**src/rtl/mul_err_accum_if.sv**
```systemverilog
// Sample stream from the approximate multiplier into the error accumulator:
// operand pair, approximate product and a valid/ready handshake.
interface mul_err_accum_if #(
   parameter int W = 8
);
   logic             in_valid;
   logic             in_ready;
   logic [W-1:0]     in_a;
   logic [W-1:0]     in_b;
   logic [2*W-1:0]   in_apprx;

   modport master (
      output in_valid,
      output in_a,
      output in_b,
      output in_apprx,
      input  in_ready
   );

   modport slave (
      input  in_valid,
      input  in_a,
      input  in_b,
      input  in_apprx,
      output in_ready
   );
endinterface

```
**src/rtl/mul_err_accum.sv**
```systemverilog
// Error-metric accumulator for the 8-bit approximate multiplier.
// Recomputes the exact product for each accepted sample, then accumulates
// error count, signed and absolute error-distance sums and the largest
// |ED| over a window of N_SAMPLES samples. Sums saturate and flag ovf.
module mul_err_accum #(
   parameter int W         = 8,
   parameter int N_SAMPLES = 10000,
   parameter int CNT_W     = 16,
   parameter int SUM_W     = 40
) (
   input  logic               clk,
   input  logic               rst_n,
   input  logic               start,
   mul_err_accum_if.slave     sample_bus,
   output logic               busy,
   output logic               done,
   output logic [CNT_W-1:0]   sample_cnt,
   output logic [CNT_W-1:0]   err_cnt,
   output logic [SUM_W-1:0]   sum_ed,
   output logic [SUM_W-1:0]   sum_ed_abs,
   output logic [2*W-1:0]     max_ed,
   output logic               ovf
);

   localparam int PW = 2 * W;

   localparam logic [1:0] IDLE  = 2'd0;
   localparam logic [1:0] RUN   = 2'd1;
   localparam logic [1:0] DRAIN = 2'd2;
   localparam logic [1:0] DONE  = 2'd3;

   localparam logic [CNT_W-1:0] LAST_CNT   = CNT_W'(N_SAMPLES - 1);
   localparam logic [SUM_W-1:0] ABS_MAX    = '1;
   localparam logic [SUM_W-1:0] SIGNED_MAX = {1'b0, {(SUM_W-1){1'b1}}};
   localparam logic [SUM_W-1:0] SIGNED_MIN = {1'b1, {(SUM_W-1){1'b0}}};

   logic [1:0]          state;
   logic                accept;
   logic                clear;

   logic                s1_valid;
   logic [PW-1:0]       s1_exact;
   logic [PW-1:0]       s1_apprx;

   logic                s2_valid;
   logic signed [PW:0]  s2_ed;
   logic [PW-1:0]       s2_abs;
   logic                s2_neq;

   logic [SUM_W:0]      sum_wide;
   logic [SUM_W:0]      abs_wide;
   logic [SUM_W-1:0]    sum_next;
   logic [SUM_W-1:0]    abs_next;
   logic                sum_sat;
   logic                abs_sat;

   assign sample_bus.in_ready = (state == RUN);
   assign accept              = sample_bus.in_valid && (state == RUN);
   assign clear               = start && ((state == IDLE) || (state == DONE));
   assign busy                = (state == RUN) || (state == DRAIN);
   assign done                = (state == DONE);

   // Window control: run until the last sample is accepted, then wait for the pipeline to empty.
   always_ff @(posedge clk or negedge rst_n) begin
      if (!rst_n) begin
         state <= IDLE;
      end else begin
         case (state)
            IDLE:    if (start) state <= RUN;
            RUN:     if (accept && (sample_cnt == LAST_CNT)) state <= DRAIN;
            DRAIN:   if (!s1_valid && !s2_valid) state <= DONE;
            DONE:    if (start) state <= RUN;
            default: state <= IDLE;
         endcase
      end
   end

   // Count accepted samples; the window closes as soon as the count reaches N_SAMPLES.
   always_ff @(posedge clk or negedge rst_n) begin
      if (!rst_n) begin
         sample_cnt <= '0;
      end else if (clear) begin
         sample_cnt <= '0;
      end else if (accept) begin
         sample_cnt <= sample_cnt + 1'b1;
      end
   end

   // Stage 1: capture the exact product and the multiplier's approximation together.
   always_ff @(posedge clk or negedge rst_n) begin
      if (!rst_n) begin
         s1_valid <= 1'b0;
         s1_exact <= '0;
         s1_apprx <= '0;
      end else begin
         s1_valid <= accept;
         if (accept) begin
            s1_exact <= PW'(sample_bus.in_a) * PW'(sample_bus.in_b);
            s1_apprx <= sample_bus.in_apprx;
         end
      end
   end

   // Stage 2: signed error distance, its magnitude and the mismatch flag.
   always_ff @(posedge clk or negedge rst_n) begin
      if (!rst_n) begin
         s2_valid <= 1'b0;
         s2_ed    <= '0;
         s2_abs   <= '0;
         s2_neq   <= 1'b0;
      end else begin
         s2_valid <= s1_valid;
         s2_ed    <= $signed({1'b0, s1_exact}) - $signed({1'b0, s1_apprx});
         s2_abs   <= (s1_exact >= s1_apprx) ? (s1_exact - s1_apprx) : (s1_apprx - s1_exact);
         s2_neq   <= (s1_exact != s1_apprx);
      end
   end

   // Saturating next values for both sums, computed one bit wider to spot overflow.
   always_comb begin
      sum_wide = {sum_ed[SUM_W-1], sum_ed} + {{(SUM_W-PW){s2_ed[PW]}}, s2_ed};
      abs_wide = {1'b0, sum_ed_abs} + {{(SUM_W+1-PW){1'b0}}, s2_abs};
      sum_sat  = (sum_wide[SUM_W] != sum_wide[SUM_W-1]);
      abs_sat  = abs_wide[SUM_W];
      sum_next = sum_wide[SUM_W-1:0];
      abs_next = abs_wide[SUM_W-1:0];
      if (sum_sat) begin
         sum_next = sum_wide[SUM_W] ? SIGNED_MIN : SIGNED_MAX;
      end
      if (abs_sat) begin
         abs_next = ABS_MAX;
      end
   end

   // Stage 3: fold each retiring sample into the window metrics; cleared by a new window.
   always_ff @(posedge clk or negedge rst_n) begin
      if (!rst_n) begin
         err_cnt    <= '0;
         sum_ed     <= '0;
         sum_ed_abs <= '0;
         max_ed     <= '0;
         ovf        <= 1'b0;
      end else if (clear) begin
         err_cnt    <= '0;
         sum_ed     <= '0;
         sum_ed_abs <= '0;
         max_ed     <= '0;
         ovf        <= 1'b0;
      end else if (s2_valid) begin
         err_cnt    <= err_cnt + {{(CNT_W-1){1'b0}}, s2_neq};
         sum_ed     <= sum_next;
         sum_ed_abs <= abs_next;
         if (s2_abs > max_ed) begin
            max_ed <= s2_abs;
         end
         if (sum_sat || abs_sat) begin
            ovf <= 1'b1;
         end
      end
   end

endmodule

```
**src/flat_wrapper.sv**
```systemverilog
// flat-port wrapper written by rule: the top's interface ports become plain ports
module mul_err_accum_flat 
#(
   parameter int W         = 8,
   parameter int N_SAMPLES = 10000,
   parameter int CNT_W     = 16,
   parameter int SUM_W     = 40
)
  (clk, rst_n, start, busy, done, sample_cnt, err_cnt, sum_ed, sum_ed_abs, max_ed, ovf, sample_bus_in_valid, sample_bus_in_a, sample_bus_in_b, sample_bus_in_apprx, sample_bus_in_ready);
  mul_err_accum_if #(.W(W)) sample_bus_i ();
  input  logic clk;
  input  logic rst_n;
  input  logic start;
  output logic busy;
  output logic done;
  output logic [CNT_W-1:0] sample_cnt;
  output logic [CNT_W-1:0] err_cnt;
  output logic [SUM_W-1:0] sum_ed;
  output logic [SUM_W-1:0] sum_ed_abs;
  output logic [2*W-1:0] max_ed;
  output logic ovf;
  input wire logic [$bits(sample_bus_i.in_valid)-1:0] sample_bus_in_valid;
  input wire logic [$bits(sample_bus_i.in_a)-1:0] sample_bus_in_a;
  input wire logic [$bits(sample_bus_i.in_b)-1:0] sample_bus_in_b;
  input wire logic [$bits(sample_bus_i.in_apprx)-1:0] sample_bus_in_apprx;
  output wire logic [$bits(sample_bus_i.in_ready)-1:0] sample_bus_in_ready;
  assign sample_bus_i.in_valid = sample_bus_in_valid;
  assign sample_bus_i.in_a = sample_bus_in_a;
  assign sample_bus_i.in_b = sample_bus_in_b;
  assign sample_bus_i.in_apprx = sample_bus_in_apprx;
  assign sample_bus_in_ready = sample_bus_i.in_ready;
  mul_err_accum #(.W(W), .N_SAMPLES(N_SAMPLES), .CNT_W(CNT_W), .SUM_W(SUM_W)) u_core (.clk(clk), .rst_n(rst_n), .start(start), .sample_bus(sample_bus_i), .busy(busy), .done(done), .sample_cnt(sample_cnt), .err_cnt(err_cnt), .sum_ed(sum_ed), .sum_ed_abs(sum_ed_abs), .max_ed(max_ed), .ovf(ovf));
endmodule
```
**config.mk**
```make
export PLATFORM = sky130hd
export DESIGN_NAME = mul_err_accum_flat
export DESIGN_NICKNAME = d
export VERILOG_FILES = /design/src/rtl/mul_err_accum_if.sv /design/src/rtl/mul_err_accum.sv /design/src/flat_wrapper.sv
export SDC_FILE = /design/constraint.sdc
export NUM_CORES = 1
export LEC_CHECK = 0
export BUFFER_PORTS_ARGS = -buffer_cell sky130_fd_sc_hd__buf_2
export CORE_MARGIN = 2
export CORE_UTILIZATION = 55
export DETAILED_ROUTE_END_ITERATION = 10
export HOLD_SLACK_MARGIN = 0.06
export PLACE_DENSITY_LB_ADDON = 0.15
export RECOVER_POWER = 50
export SETUP_SLACK_MARGIN = 0.4
export SYNTH_ARGS = -nofsm -noshare
export SYNTH_HDL_FRONTEND = slang
export SYNTH_SLANG_ARGS = --single-unit
```
**constraint.sdc**
```tcl
create_clock -name clk -period 4.26 [get_ports clk]
set_input_delay 0.852 -clock clk [delete_from_list [all_inputs] [get_ports clk]]
set_output_delay 0.852 -clock clk [all_outputs]
set_load 0.02 [all_outputs]
```
## Word-level counts from Yosys, hierarchy flattened

Cells that the tools add are included.

- Output and inout bits: 132
- Bits in registers: 199
- Input port bits: 36
- Logic and storage cells: 73

- Equal/unequal tests: 9
- Mux-type cells: 22
- Multipliers: 1
- Reductions and logical operators: 18
- Magnitude comparators: 2
- Add/sub/neg operators: 7

Operator list:

| kind | number |
|---|---|
| $mux W40 | 7 |
| $mux W16 | 8 |
| $add A40 B16 Y41 | 1 |
| $add A40 B17 Y41 | 1 |
| $sub A16 B16 Y16 | 2 |
| $sub A16 B16 Y17 | 1 |
| $add A16 B1 Y16 | 1 |
| $add A16 B1 Y16 const B | 1 |
| $eq A16 B14 Y1 const B | 1 |
| $ge A16 B16 Y1 | 1 |
| $gt A16 B16 Y1 | 1 |
| $mul A8 B8 Y16 | 1 |
| $ne A16 B16 Y1 | 1 |
| $reduce_bool A2 Y1 | 4 |
| $mux W2 | 3 |
| $pmux W2 S3 | 1 |
| $eq A2 B2 Y1 const B | 2 |
| $logic_and A1 B1 Y1 | 4 |
| $ne A2 B1 Y1 const B | 2 |
| $reduce_and A2 Y1 | 2 |
| $logic_or A1 B1 Y1 | 3 |
| $mux W1 | 3 |
| $reduce_and A3 Y1 | 1 |
| $eq A2 B1 Y1 const B | 1 |
| 5 further kinds | 6 |

## Longest topological paths before layout

Gate-level depths: netlist of run 1.

- Depth in word-level cells: 6
- Gate-level depth with buffers: 18
- Depth with buffers taken out: 18

## Least setup slack after synthesis of run 1

Ideal clock, no wire load.

- Path type: input port to flip-flop
- Start: in sample_bus_in_a[1]
- End: reg u_core.s1_exact[15]
- Arrival time: 4822 ps
- Slack: -644 ps
- Buffers on the path: 0
- Setup time: 82 ps
- Data required time: 4178 ps
- Stages on the path: 16
- Path through: and2_1 > fa_1 > fa_1 > inv_1 > fa_1 > fa_1 > inv_1 > ha_1 > o21ai_0 > a21boi_0 > o21ai_0 > a21boi_0 > o2111a_1 > nor3_1 > or3_1 > a31oi_1

- Longest elaborated chain between the ends: 1

RTL lines:

| element | RTL line | source |
|---|---|---|
| start: declaration | flat_wrapper.sv:23 | `input wire logic [$bits(sample_bus_i.in_a)-1:0] sample_bus_in_a;` |
| $mul A8 B8 Y16 | mul_err_accum.sv:98 | `s1_exact <= PW'(sample_bus.in_a) * PW'(sample_bus.in_b);` |
| end signal: assignment | mul_err_accum.sv:98 |  |
| end: declaration | mul_err_accum.sv:42 | `logic [PW-1:0] s1_exact;` |

No other way between the ends.
A chain may end at the register's enable or synchronous reset.

## Final worst setup path of run 1

- Start: in sample_bus_in_a[3]
- End: reg u_core.s1_exact[15]

Same word-level chain as after synthesis.

==> impl_metrics.ini, run 1 <==
[status]
status = finished, violations left
failed_checks = capacitance limit, slew limit

[cts]
hold_buffers = 0
cts_buffers = 17
cts.sinks = 198
cts.clk_slew.worst_paths_ps = 70
clockBufferDepth = 2
htree_levels = 4
clk_latency_ps = 450
ctsRootBufferMaster = clkbuf_16
cts_tree = done

[die]
die_y_um = 171
pin_count = 168
die_area_um2 = 29200
rows = 61
die_w_um = 171
start_util = 0.555
core_area_um2 = 27600

[routing]
drt_first_iter_violations = 867
wirelength_mm = 38.1
ant_nets = 0
drc = 0
wire_per_inst_um = 16.5
dr.pass1.iters = 5
vias_per_cell = 5.70
num_vias = 13100

[layout]
area_growth_pct = 15.3
num_antenna_cells = 0
final_cells = 2304
final_layout_size_suffix_gt1_frac = 0.148
num-fill-cells = 2436
finish.net_count = 2135

[synth]
synth_xor_area_frac = 0.0583
synthAdderAreaFrac = 0.179
synth_top_family_by_area = compound AO/OA/AOI/OAI gates
synth_mux_area_frac = 0.0225
yosysWarnings = 0
yosysUniqueCellTypes = 72
synthSimpleGateAreaFrac = 0.174
synth-edff-count = 0
ys_seq_elements = 198
syn_area_um2 = 15300
synth_compound_area_frac = 0.190
syn_nets = 1965
async_flop_share = 1.00
synth_top_flop_cell = dfrtp_1
synth-seq-area-share = 0.323
synth_area_per_cell_um2 = 8.79
syn_inst = 1743

[sta]
worst_pin_slew_ps = 2610
fmax_mhz = 239
timing.final.ws_setup_ps = 74.2
rsz0062_at_grt = true
slew_viol_final = 202
period_share = 0.983
hold_viol = 0
setup_violations = 0
maxSlewHeadroom = -0.738
fin_worst_skew_ps = 16.3
layout_min_cycle_time_ps = 4190

[power_and_ir_drop]
power_density_nw_per_um2 = 862
total_leakage_power_uw = 0.00857
peakVddDrop_uv = 465

[critical_path]
critPathArrivalTime_ps = 4550
cpPeakStageDelay_ps = 500
end_kind = flop
path_cells = buf_8 -> and2_4 -> fa_2 -> fa_1 -> inv_2 -> fa_1 -> fa_1 -> inv_2 -> ha_4 -> o21ai_4 -> a21boi_4 -> o21ai_2 -> a21boi_4 -> o2111a_1 -> nor3_2 -> or3_1 -> a31oi_1
cp-start-kind = input pin
r2r_start = u_core.s2_abs[0]
crit_top_cell = fa_1
critPathKind = input pin to flop
slowest_stage = fa_1
path_buf_inv = 3
worstPathMaxFanout = 7
r2r_end = u_core.sum_ed[38]
reg2reg_slack_ps = 600
cp_top_family = adder cells
required_ps = 4630
r2r_cells = 12

[grt]
grt_overflow_total = 0
grt_max_degree = 79
grt_usage = 0.262
grt_pass1_wl_mm = 62.3
antenna_found_initial = 0
grt_pass1_vias = 12800

[place]
hpwlAfterDp_mm = 28.9
numPortBuffers = 167
pre_cts_ws_ps = -548
gp_congestion = 0.909
place_inst = 2266

[run]
cap_violations = 3

[hold_path]
timing.hold.worst.start = u_core.s1_valid
holdPathEnd = u_core.s2_valid
hp-class = flop to flop
worstHoldPathCells = 0
==> power by group <==
group	switching, uW	internal, uW
clock	819	848
combinational	6090	4310
sequential	604	2560
==> cells in the final DEF, fill, tap and decap left out, types with 29 or more instances in the layout <==
cell type / instances
nand3_1: 30
nand2_1: 164
inv_1: 128
and3_1: 29
o21ai_0: 113
dfrtp_1: 196
buf_2: 101
a21o_1: 38
xnor2_1: 54
mux2i_1: 31
clkbuf_1: 56
nor3_1: 46
buf_4: 50
ha_1: 139
a21oi_1: 117
and2_1: 47
nor2_1: 109
xor2_1: 48
fa_1: 36
==> flip-flops by register name, summed over array words and instances, names as in the netlist, 2 cells and up <==
register           count
u_core.s1_apprx       16
u_core.sum_ed_abs     40
u_core.state           2
u_core.sample_cnt     16
u_core.sum_ed         40
u_core.s1_exact       16
u_core.max_ed         16
u_core.err_cnt        16
u_core.s2_abs         16
u_core.s2_ed          16
==> final cells by class <==
class                      instances  area (um2)  area share
clock inverter                    14         178      0.0101
multi-input combinational       1341        9860       0.558
timing repair buffer             220        1270      0.0719
inverter                         135         507      0.0287
clock buffer                      18         429      0.0243
sequential                       198        4960       0.280
tap                              378         473      0.0268
==> cells by family (layout without fill, tap and decap cells) <==
kind of cell	after synthesis	in the layout
compound gates	460	460
buf+inv	205	387
mux	34	34
fa+ha+maj	197	197
flops	198	198
xor+xnor	102	102
simple gates	547	548
==> how the worst max path moves through the flow <==
stage,startpoint,to,cells after the start
after floorplan,sample_bus_in_a[2],u_core.s1_exact[15],16
after global placement,sample_bus_in_a[2],u_core.s1_exact[15],17
after detailed placement,sample_bus_in_a[2],u_core.s1_exact[15],17
after CTS,sample_bus_in_b[2],u_core.s1_exact[15],15
after global routing,sample_bus_in_b[6],u_core.s1_exact[15],17
final,sample_bus_in_a[3],u_core.s1_exact[15],17
==> worst register-to-register path, stage by stage (launching register included) <==
cell and delay, ps:
dfrtp_1 490, ha_1 270, fa_1 410, a21o_1 220, a221oi_1 290, buf_4 190
a211oi_1 110, a21oi_1 430, a21oi_1 210, and3_1 200, or3_1 340, a211oi_1 290
o21ai_1 80
==> synth_stat cells (all sizes together) (3+ instances only) <==
| cell type | instances | area (um2) |
|---|---|---|
| and3 | 31 | 194 |
| a311oi | 7 | 61.3 |
| and4 | 7 | 61.3 |
| dfrtp | 198 | 4950 |
| mux2i | 31 | 310 |
| a41oi | 3 | 26.3 |
| o31a | 4 | 35.0 |
| o21ai | 144 | 766 |
| a211o | 5 | 43.8 |
| and2 | 60 | 375 |
| a221oi | 4 | 35.0 |
| nor2b | 17 | 106 |
| o41ai | 4 | 35.0 |
| inv | 135 | 507 |
| or3 | 15 | 93.8 |
| or2 | 5 | 33.8 |
| o211a | 3 | 30.0 |
| fa | 40 | 801 |
| xnor2 | 54 | 473 |
| nand2 | 169 | 634 |
| ha | 146 | 1830 |
| o221a | 4 | 45.0 |
| clkbuf | 54 | 203 |
| xor2 | 48 | 420 |
| a31oi | 25 | 156 |
| a21o | 38 | 285 |
| nor4 | 3 | 18.8 |
| nand2b | 12 | 75.1 |
| nor3 | 48 | 240 |
| o21bai | 15 | 113 |
| mux2 | 3 | 33.8 |
| nand3 | 31 | 155 |
| a21oi | 122 | 614 |
| o221ai | 3 | 26.3 |
| nor2 | 111 | 417 |
| a211oi | 15 | 113 |
| a21boi | 8 | 60.1 |
| nand4 | 26 | 163 |
| o21a | 22 | 165 |
| maj3 | 11 | 110 |
| buf | 16 | 98.8 |
| nor4b | 4 | 35.0 |
| o31ai | 9 | 67.6 |
| o211ai | 6 | 58.8 |
==> metrics by stage <==
step                 util  hold slack, ps  total power [uW]  cell area, um2  setup TNS (ps)
finish              0.640             386             15200           17700               0
global route        0.640             395             16700           17700           -64.3
CTS                 0.640             381             15200           17700               0
detailed placement  0.612             364             13400           16900           -2590
global placement    0.612             360             13200           16900           -2270
floorplan               -             349             10900           15500            -311
==> routing by layer <==
metal,part of all wire,wire length (um),track usage
met2,0.49,18500,0.451
met3,0.036,1370,0.0317
met1,0.45,17200,0.345
met4,0.026,1010,0.0859
met5,0,0,0
==> timing repair <==
action | CTS | global route
buffers inserted | 4 | 1
gates resized for setup | 40 | 26
cloned | 0 | 1
hold endpoints to repair | 0 | 0
endpoints found under the setup margin | 7 | 28
pin swaps | 39 | 13
No activity file was read; power rests on OpenSTA's default activity.
==> run 2: changes to the inputs <==
- SETUP_SLACK_MARGIN: 0.4 -> 0.2
==> run 2 against run 1 <==
  * The run still ends with capacitance limit, slew limit left
  * Combinational power hardly changed
  * First-iteration DRC count is 7.4% lower
  * Clock power hardly changed
  * Power is 0.40% lower
  * Final cell count hardly changed
  * Global-route usage hardly changed
  * Sequential power hardly changed
  * Cell area is 0.49% lower
  * Hold slack worse by 1.4 ps
  * Utilization is 0.31 points lower
  * Register-to-register slack worse by 100 ps
  * Critical endpoint unchanged
  * Highest routed layer unchanged
==> impl_metrics.ini, run 2 (same netlist as run 1, synthesis figures left out) <==
[layout]
finish.net_count = 2134
regArea_um2 = 4960
area_growth_pct = 14.8
multiInputGateArea_um2 = 9800
top_regs = u_core.sum_ed x40, u_core.sum_ed_abs x40
layout.cell_area.non_filler_um2 = 17600
final_layout_size_suffix_gt1_frac = 0.142
final_cells = 2303
fin_util = 0.637
final_common_cell = dfrtp_1
num_antenna_cells = 0
num-fill-cells = 2460
layout_common_cells = dfrtp_1, nand2_1, ha_1

[routing]
vias_per_cell = 5.69
dr.pass1.iters = 6
wirelength_mm = 37.7
drc = 0
wire_per_inst_um = 16.4
drt_first_iter_violations = 803
num_vias = 13100
ant_nets = 0

[die]
start_util = 0.555
core_area_um2 = 27600
pin_count = 168
die_area_um2 = 29200
die_w_um = 171
rows = 61
die_y_um = 171

[grt]
grt_pass1_vias = 12700
grt_usage = 0.262
grt_max_degree = 79
grt_pass1_wl_mm = 62.2
antenna_found_initial = 0
grt_overflow_total = 0

[critical_path]
cp-endpoint = u_core.s1_exact[15]
cp-start-kind = input pin
critPathArrivalTime_ps = 4560
end_kind = flop
r2r_end = u_core.sum_ed[36]
r2r_cells = 12
r2r_start = u_core.s2_abs[0]
cp-startpoint = sample_bus_in_a[4]
reg2reg_slack_ps = 500
required_ps = 4620
worstPathMaxFanout = 7
critPathKind = input pin to flop

[cts]
hold_buffers = 0
clockBufferDepth = 2
cts.clk_slew.worst_paths_ps = 70
ctsRootBufferMaster = clkbuf_16
htree_levels = 4
cts_buffers = 17
clk_latency_ps = 450
cts_tree = done
cts.sinks = 198

[run]
cap_violations = 3

[power_and_ir_drop]
power_density_nw_per_um2 = 862
p_switching_uw = 7470
p_comb_frac = 0.682
pwr-share-clk = 0.110
finalPower_uw = 15200
intPower_uw = 7700
swShare = 0.493
total_leakage_power_uw = 0.00854
share_seq_of_total_power = 0.208
peakVddDrop_uv = 466

[sta]
maxSlewHeadroom = -0.728
slew_viol_final = 202
fin_worst_skew_ps = 18.4
period_share = 0.984
whs_ps = 384
worst_pin_slew_ps = 2590
setup_violations = 0
rsz0062_at_grt = true
layout_min_cycle_time_ps = 4190
hold_viol = 0
fmax_mhz = 238

[place]
gp_congestion = 0.909
placed_cell_area_um2 = 16900
numPortBuffers = 167
place_inst = 2266
hpwlAfterDp_mm = 28.9

[status]
failed_checks = capacitance limit, slew limit
status = finished, violations left

[hold_path]
hp-class = flop to flop
worstHoldPathCells = 0
-- run 2: critical path, cell delays in order --
cell and delay, ps:
buf_6 110, and2_1 170, fa_1 520, fa_1 520
fa_1 540, inv_1 50, fa_1 540, inv_2 50
ha_4 260, a21boi_4 170, o2111a_1 250, nor3_2 50
or3_1 300, a31oi_1 160
-- run 2: what timing repair did --
action | in CTS | in global routing
resized for setup | 25 | 17
buffers inserted | 2 | 3
pin swaps | 25 | 15
endpoints found under the hold margin | 0 | 0
endpoints found under the setup margin | 6 | 6
-- run 2: metal layers --
metal / global-route usage / vias to the layer above / part of all wire
met4: 0.0836 / 0 / 0.026
met3: 0.0317 / 66 / 0.035
met2: 0.451 / 290 / 0.48
met1: 0.345 / 6310 / 0.45
li1: - / 6449 / -
met5: 0 / - / 0
-- run 2: layout make-up --
type / instances / share of cell area
Timing Repair Buffer: 220 / 0.0707
Tap cell: 378 / 0.0269
Inverter: 135 / 0.0288
Sequential cell: 198 / 0.282
Clock buffer: 18 / 0.0244
Clock inverter: 14 / 0.0101
Multi-Input combinational cell: 1340 / 0.557
-- run 2: worst min-delay path by stage --
| stage | from | endpoint |
|---|---|---|
| 6_report | u_core.s1_valid | u_core.s2_valid |
| 5_1_grt | u_core.s1_valid | u_core.s2_valid |
| 4_1_cts | u_core.s1_valid | u_core.s2_valid |
| 3_5_place_dp | u_core.s1_valid | u_core.s2_valid |
| 3_3_place_gp | u_core.s1_valid | u_core.s2_valid |
| 2_1_floorplan | u_core.s1_valid | u_core.s2_valid |
-- run 2: power by group through the flow --
stage | clock [uW] | combinational [uW] | sequential, uW
floorplan | 0 | 7580 | 3320
global placement | 0 | 10000 | 3170
detailed placement | 0 | 10200 | 3180
CTS | 1710 | 10300 | 3150
global route | 1790 | 11600 | 3230
finish | 1670 | 10300 | 3160
-- run 2: through the flow --
step	worst slack, ps	setup TNS, ps
2_1_floorplan	-172	-311
3_3_place_gp	-509	-2270
3_5_place_dp	-548	-2590
4_1_cts	55.4	0
5_1_grt	-63.5	-121
6_report	66.6	0
==> run 3: changes to the inputs <==
--- a/config.mk
+++ b/config.mk
@@ -9,3 +9,3 @@
 export CORE_MARGIN = 2
-export CORE_UTILIZATION = 55
+export CORE_UTILIZATION = 30
 export DETAILED_ROUTE_END_ITERATION = 10
--- a/constraint.sdc
+++ b/constraint.sdc
@@ -3,2 +3,2 @@
 set_output_delay 0.852 -clock clk [all_outputs]
-set_load 0.02 [all_outputs]
+set_load 0.05 [all_outputs]
==> run 3 against run 2 <==
  * The flow still finishes with violations (capacitance limit, slew limit)
  * Register-to-register slack hardly changed
  * Non-clock buffer count grew 9
  * Power up 6.2%
  * First-iteration DRC count decreased by 11%
  * Cell area rose by 2.2%
  * Via count down 1.7%
  * Setup slack gained 60 ps
  * Combinational power grew 9%
  * Sequential power about the same
  * Largest power group unchanged
  * Highest routed layer is now met5
==> impl_metrics.ini, run 3 (same netlist as run 1, synthesis figures left out) <==
[status]
status = finished, violations left
failed_checks = capacitance limit, slew limit

[grt]
grt_pass1_wl_mm = 70.7
grt_usage = 0.168
grt_pass1_vias = 12900
grt_overflow_total = 0
grt_max_degree = 87
antenna_found_initial = 6

[cts]
clk_latency_ps = 500
cts_buffers = 17
clockBufferDepth = 2
cts.clk_slew.worst_paths_ps = 80
hold_buffers = 0
cts_tree = done
cts.sinks = 198
htree_levels = 4
ctsRootBufferMaster = clkbuf_16

[hold_path]
timing.hold.worst.start = u_core.s1_valid
hp-class = flop to flop

[layout]
final_layout_size_suffix_gt1_frac = 0.142
final_common_cell = dfrtp_1
layout_common_cells = dfrtp_1, nand2_1, ha_1
final_cells = 2606
top_regs = u_core.sum_ed x40, u_core.sum_ed_abs x40
num-fill-cells = 5299
num_antenna_cells = 0
area_growth_pct = 17.3
finish.net_count = 2143

[place]
gp_congestion = 0.854
numPortBuffers = 167
place_inst = 2571
hpwlAfterDp_mm = 33.6

[die]
start_util = 0.305
rows = 82
die_area_um2 = 52900
pin_count = 168
die_w_um = 230
die_y_um = 230
core_area_um2 = 50300

[critical_path]
reg2reg_slack_ps = 500
worstPathMaxFanout = 7
cp-startpoint = sample_bus_in_a[3]
r2r_start = u_core.s2_abs[0]
critPathArrivalTime_ps = 4510
critPathKind = input pin to flop
end_kind = flop
required_ps = 4630
cp-start-kind = input pin

[routing]
dr.pass1.iters = 5
num_vias = 12900
drt_first_iter_violations = 714
wire_per_inst_um = 16.5
vias_per_cell = 4.95
drc = 0
wirelength_mm = 43.1
ant_nets = 0

[sta]
hold_viol = 0
setup_violations = 0
fmax_mhz = 242
worst_pin_slew_ps = 2270
fin_worst_skew_ps = 15.0
period_share = 0.970
rsz0062_at_grt = true
whs_ps = 384
maxSlewHeadroom = -0.515
layout_min_cycle_time_ps = 4130
slew_viol_final = 132

[power_and_ir_drop]
finalPower_uw = 16100
total_leakage_power_uw = 0.00855
peakVddDrop_uv = 402
power_density_nw_per_um2 = 896

[run]
cap_violations = 2
[run 3: final timing paths]
path,endpoint,cells past startpoint
hold reg to reg,u_core.s2_valid,0
hold / removal,u_core.s2_valid,0
max in group asynchronous,u_core.s1_exact[8],2
min in group asynchronous,u_core.sum_ed_abs[14],1
setup / recovery,u_core.s1_exact[13],17
setup reg to reg,u_core.sum_ed[38],12
[run 3: critical path, stage by stage]
cell and delay, ps:
buf_8 110, and2_4 160, fa_2 390, fa_1 500, fa_1 540, inv_1 50, fa_1 480, inv_2 40
ha_4 210, a21boi_4 140, o21ai_2 180, a21boi_4 80, o2111a_2 270, buf_4 140, nor3_4 110, xor2_1 160
o21ai_1 80
[run 3: per-layer routing]
layer  share of wire  global-route usage  wire [um]  vias to the layer above
li1                -                   -          -                     6477
met1            0.48               0.224      20700                     6212
met2            0.47               0.276      20300                      153
met3           0.033              0.0370       1410                       43
met4           0.013              0.0403        576                       12
met5          0.0015                   0         65                        -
[run 3: power breakdown]
part | total, uW | switching [uW] | internal, uW | leakage, uW
registers | 3170 | 615 | 2560 | 0.00256
clock network | 1720 | 917 | 808 | 0.000300
logic | 11200 | 6910 | 4310 | 0.00569
total | 16100 | 8440 | 7670 | 0.00855
[run 3: through the flow]
| step | setup TNS (ps) | util | setup slack, ps | area [um2] |
|---|---|---|---|---|
| after floorplan | -311 | - | -172 | 15500 |
| after global placement | -2390 | 0.345 | -538 | 17400 |
| after detailed placement | -2370 | 0.345 | -530 | 17400 |
| after CTS | 0 | 0.358 | 112 | 18000 |
| after global routing | 0 | 0.358 | 9.66 | 18000 |
| final | 0 | 0.358 | 127 | 18000 |
[run 3: final cells by class]
class | instances | area (um2) | area share
multi-input combinational | 1340 | 9780 | 0.544
sequential | 198 | 4960 | 0.276
timing repair buffer | 229 | 1280 | 0.0714
tap | 672 | 841 | 0.0468
inverter | 135 | 507 | 0.0282
clock buffer | 17 | 425 | 0.0237
clock inverter | 15 | 189 | 0.0105
[run 3: timing repair]
action,4_1_cts,5_1_grt
setup buffers,1,2
pin swaps,17,17
endpoints found under the setup margin,3,6
gates resized for setup,8,26
